[src/rtl/extend_scheduler.sv]
// extend_scheduler: sequences each job's fragment parts and k-mer indices to the extender; EXT_SCHED_PERF_EN enables perf counters
module extend_scheduler #(
  parameter int FRAG_LEN_BITS = 8,
  parameter int FRAG_PART = 4,
  parameter int INDICES_COUNT = 4,
  parameter int INDICE_LEN = 3,
  localparam int FRAG_PARTS_COUNT = FRAG_LEN_BITS / FRAG_PART,
  localparam int PB = FRAG_PARTS_COUNT > 1 ? $clog2(FRAG_PARTS_COUNT) : 1,
  localparam int IB = INDICES_COUNT > 1 ? $clog2(INDICES_COUNT) : 1
) (
  input  logic clk,
  input  logic rst_n,
  input  logic in_valid,
  output logic in_ready,
  input  logic [FRAG_LEN_BITS-1:0] in_fragment,
  input  logic [INDICES_COUNT-1:0][INDICE_LEN-1:0] in_kmer_indices,
  output logic [FRAG_LEN_BITS-1:0] ext_fragment,
  output logic [INDICES_COUNT-1:0][INDICE_LEN-1:0] ext_kmer_indices,
  output logic [PB-1:0] ext_part_sel,
  output logic [IB-1:0] ext_idx_sel,
  output logic out_valid,
  input  logic out_ready,
  output logic out_last,
  output logic [15:0] perf_jobs,
  output logic [15:0] perf_stalls
);
  typedef enum logic {IDLE, RUN} state_t;
  state_t state;
  logic part_max;
  assign part_max = ext_part_sel == PB'(FRAG_PARTS_COUNT - 1);
  assign out_valid = state == RUN;
  assign out_last = out_valid && part_max && ext_idx_sel == IB'(INDICES_COUNT - 1);
  assign in_ready = state == IDLE || (out_last && out_ready);
  // Accepting a job (from IDLE or on the last beat) wins over stepping the beat counters
  always_ff @(posedge clk or negedge rst_n)
    if (!rst_n) begin
      state <= IDLE;
      ext_fragment <= '0;
      ext_kmer_indices <= '0;
      ext_part_sel <= '0;
      ext_idx_sel <= '0;
    end else if (in_valid && in_ready) begin
      state <= RUN;
      ext_fragment <= in_fragment;
      ext_kmer_indices <= in_kmer_indices;
      ext_part_sel <= '0;
      ext_idx_sel <= '0;
    end else if (out_valid && out_ready) begin
      if (out_last) begin
        state <= IDLE;
        ext_part_sel <= '0;
        ext_idx_sel <= '0;
      end else begin
        ext_part_sel <= part_max ? '0 : ext_part_sel + PB'(1);
        ext_idx_sel <= part_max ? ext_idx_sel + IB'(1) : ext_idx_sel;
      end
    end
`ifdef EXT_SCHED_PERF_EN
  // Saturating counts of finished jobs and stalled beats
  always_ff @(posedge clk or negedge rst_n)
    if (!rst_n) begin
      perf_jobs <= '0;
      perf_stalls <= '0;
    end else begin
      if (out_last && out_ready && perf_jobs != 16'hFFFF) perf_jobs <= perf_jobs + 16'd1;
      if (out_valid && !out_ready && perf_stalls != 16'hFFFF) perf_stalls <= perf_stalls + 16'd1;
    end
`else
  assign perf_jobs = '0;
  assign perf_stalls = '0;
`endif
endmodule

[config.mk]
export PLATFORM = sky130hd
export DESIGN_NAME = extend_scheduler
export DESIGN_NICKNAME = d
export VERILOG_FILES = /design/src/rtl/extend_scheduler.sv
export SDC_FILE = /design/constraint.sdc
export NUM_CORES = 1
export LEC_CHECK = 0
export ABC_AREA = 1
export CORE_MARGIN = 5
export CORE_UTILIZATION = 40
export CTS_BUF_LIST = sky130_fd_sc_hd__clkbuf_8
export DETAILED_ROUTE_END_ITERATION = 7
export DONT_BUFFER_PORTS = 1
export PLACE_DENSITY = 0.51
export SYNTH_ARGS = -nofsm -noshare
export SYNTH_HDL_FRONTEND = slang
export SYNTH_SLANG_ARGS = --single-unit
[constraint.sdc]
create_clock -name clk -period 1.7 [get_ports clk]
set_clock_uncertainty 0.15 [all_clocks]
set_input_delay 0.34 -clock clk [delete_from_list [all_inputs] [get_ports clk]]
set_output_delay 0.34 -clock clk [all_outputs]
set_load 0.02 [all_outputs]
==> run summary <==
post-synth design cell area = 1240 um^2
area fraction of the dominant cell type after synthesis = 0.484
number of synthesized register bits = 24
die height = 65.7 um
final weighted congestion of routability-driven global placement = 0.711
leading post-synthesis cells by cell area = sky130_fd_sc_hd__dfrtp_1 48%, sky130_fd_sc_hd__buf_4 20%, sky130_fd_sc_hd__nand2_1 15%
number of global-route vias before repair = 807
pin count of the biggest net entering global routing = 25
post-synthesis area per instance = 8.43 um^2
maximum frequency from static timing analysis = 604 MHz
detail-routed net length per standard cell = 14.1 um
total gr overflow = 0
min cycle time layout = 1.66 ns
number of flops mapped to enable cells by yosys = 0
Sinks on Clock Net = 24
top cells by instance count after synthesis = 49 x sky130_fd_sc_hd__nand2_1, 33 x sky130_fd_sc_hd__buf_4, 24 x sky130_fd_sc_hd__dfrtp_1
Pre-Repair DR Iteration Count = 4
total detailed-routing wirelength = 2.66 mm
Slowest cell on crit path = sky130_fd_sc_hd__dfrtp_1
critical hold path startpoint = in_valid
most frequent cell after synthesis = sky130_fd_sc_hd__nand2_1
library cell with the largest summed area after synthesis = sky130_fd_sc_hd__dfrtp_1
area of the core = 3000 um^2
area growth from synthesis to layout = 7.97%
cells along the critical path = ha_2 -> nand4_1 -> nand2_2 -> buf_12
final worst hold slack = 0.0287 ns
Largest stage delay, worst path = 0.39 ns
final number of max-transition violations = 0
total global routing track utilization = 0.116
classification of the worst setup path = register to primary output
data arrival time of the worst path = 1.17 ns
type of destination of the critical path = primary output
TritonCTS clock tree = built
beginning of the worst register-to-register path = ext_idx_sel[0]
Via density = 4.50
DP HPWL = 1.94 mm
Pwr Density = 1740 nW/um^2
top_reg_cell synth = sky130_fd_sc_hd__dfrtp_1
DRC violation total after the first TritonRoute iteration = 33
crit start category = register
number of diodes = 0
MaxCap Viol Count = 0
final number of hold-violating endpoints = 0
Setup-failing EPs final = 0
clock tree buffer depth = 2
overall via count from detail_route = 850
starting density of the core = 0.413
required time at the worst-slack endpoint = 1.21 ns
share of synthesized flip-flops with an asynchronous set or reset = 1.00
clock-pin slew on the worst setup and hold paths = 0.08 ns
worst hold path class = input pin to register
Detail Route Antenna Nets = 0
later-pin clock latency in the skew report = 0.26 ns
fill cell instance count of the final layout = 305
setup_tns = 0 ns
die width = 65.7 um
initial antenna violation count = 0
worst vdd ir = 0.710 mV
ports placed on the boundary = 82
number of nets at the end of the flow = 183
die area = 4310 um^2
share of the cycle needed by the critical path after routing = 0.974
row count = 20
Leakage = 0.753 nW
result of the run = finished, final reports clean
total DRC errors in the routed layout = 0
global-route wire length before repair = 3.84 mm
core occupancy in the finished layout = 0.446
Mapped Cells = 147
CTS root buf = sky130_fd_sc_hd__clkbuf_8
CP max FO = 6
number of port buffers = 0
critical path startpoint = ext_idx_sel[0]
share of synthesized area occupied by flip-flops and latches = 0.484
fraction of final layout cells with drive strength greater than 1 = 0.122
count of yosys warnings during synthesis = 0
count of different cell masters after synthesis = 15
H-tree depth = 1
number of buffers added by the clock tree synthesis step = 3
[layout by cell type (no fill, tap or decap), drive strengths merged]
master	n
buf	10
dlygate4sd3	1
ha	1
dfrtp	24
clkbuf	4
nand3	21
a21oi	1
nand4	3
bufbuf	1
inv	5
nor2	1
o21ai	1
conb	32
nand2	51
[path summary, 6_finish.rpt]
path,end,slack [ns],cells after the start
min in group asynchronous,ext_fragment[0],0.37,2
min reg2reg,ext_kmer_indices[7],0.47,2
max,in_ready,0.04,4
max reg2reg,ext_kmer_indices[4],0.16,7
min,out_valid,0.03,2
max in group asynchronous,ext_kmer_indices[8],0.89,2
[critical path: cells and delay by family (launching register included)]
family                     cells  cell delay, ns
adders and majority gates      1            0.19
buffers and inverters          1            0.15
DFF                            1            0.39
and+or+nand+nor                2            0.18
[cell type report]
class                           count  area (um^2)  share of cell area
Multi-Input combinational cell    111          469               0.350
Tap cell                           33         41.3              0.0308
Sequential cell                    24          601               0.449
Timing Repair Buffer               13          168               0.125
Clock buffer                        3         41.3              0.0308
Inverter                            5         18.8              0.0140
[sequential cells by signal, summed over array words and instances (netlist names)]
register	cells
out_valid	1
ext_part_sel	1
ext_kmer_indices	12
ext_fragment	8
ext_idx_sel	2
[per-stage QoR]
stage	cell area, um^2	cells	power (mW)	worst slack [ns]
2_1_floorplan	1360	178	1.77	0.135
3_3_place_gp	1190	180	1.89	0.297
3_5_place_dp	1190	180	1.92	0.280
4_1_cts	1300	187	2.33	0.00108
5_1_grt	1340	189	2.50	-0.000640
6_report	1340	189	2.33	0.0434
[routing by layer]
metal  wire (um)  global-route usage
met4           7              0.0155
met2        1310               0.198
met3         362              0.0752
met5           0                   0
met1         975               0.123
[cell families after synthesis]
logic type                 after synthesis  synth area share
DFF                                     24             0.484
and+or+nand+nor                         76             0.261
other                                    1           0.00302
adders and majority gates                1            0.0101
AOI/OAI and AO/OA                        2           0.00806
buffers and inverters                   43             0.233
[power breakdown]
part	internal (mW)	leakage, nW	switching, mW
clock network	0.158	0.0216	0.165
registers	0.825	0.295	0.451
logic	0.303	0.437	0.427
total	1.29	0.753	1.04
[repair_timing]
item	CTS	global route
resized for setup	0	1
endpoints found under the setup margin	1	1
pin swaps	1	1
cloned	1	1
hold buffers	2	0
buffers inserted	1	1
endpoints found under the hold margin	24	0
Power figures use the tool's default switching activity.
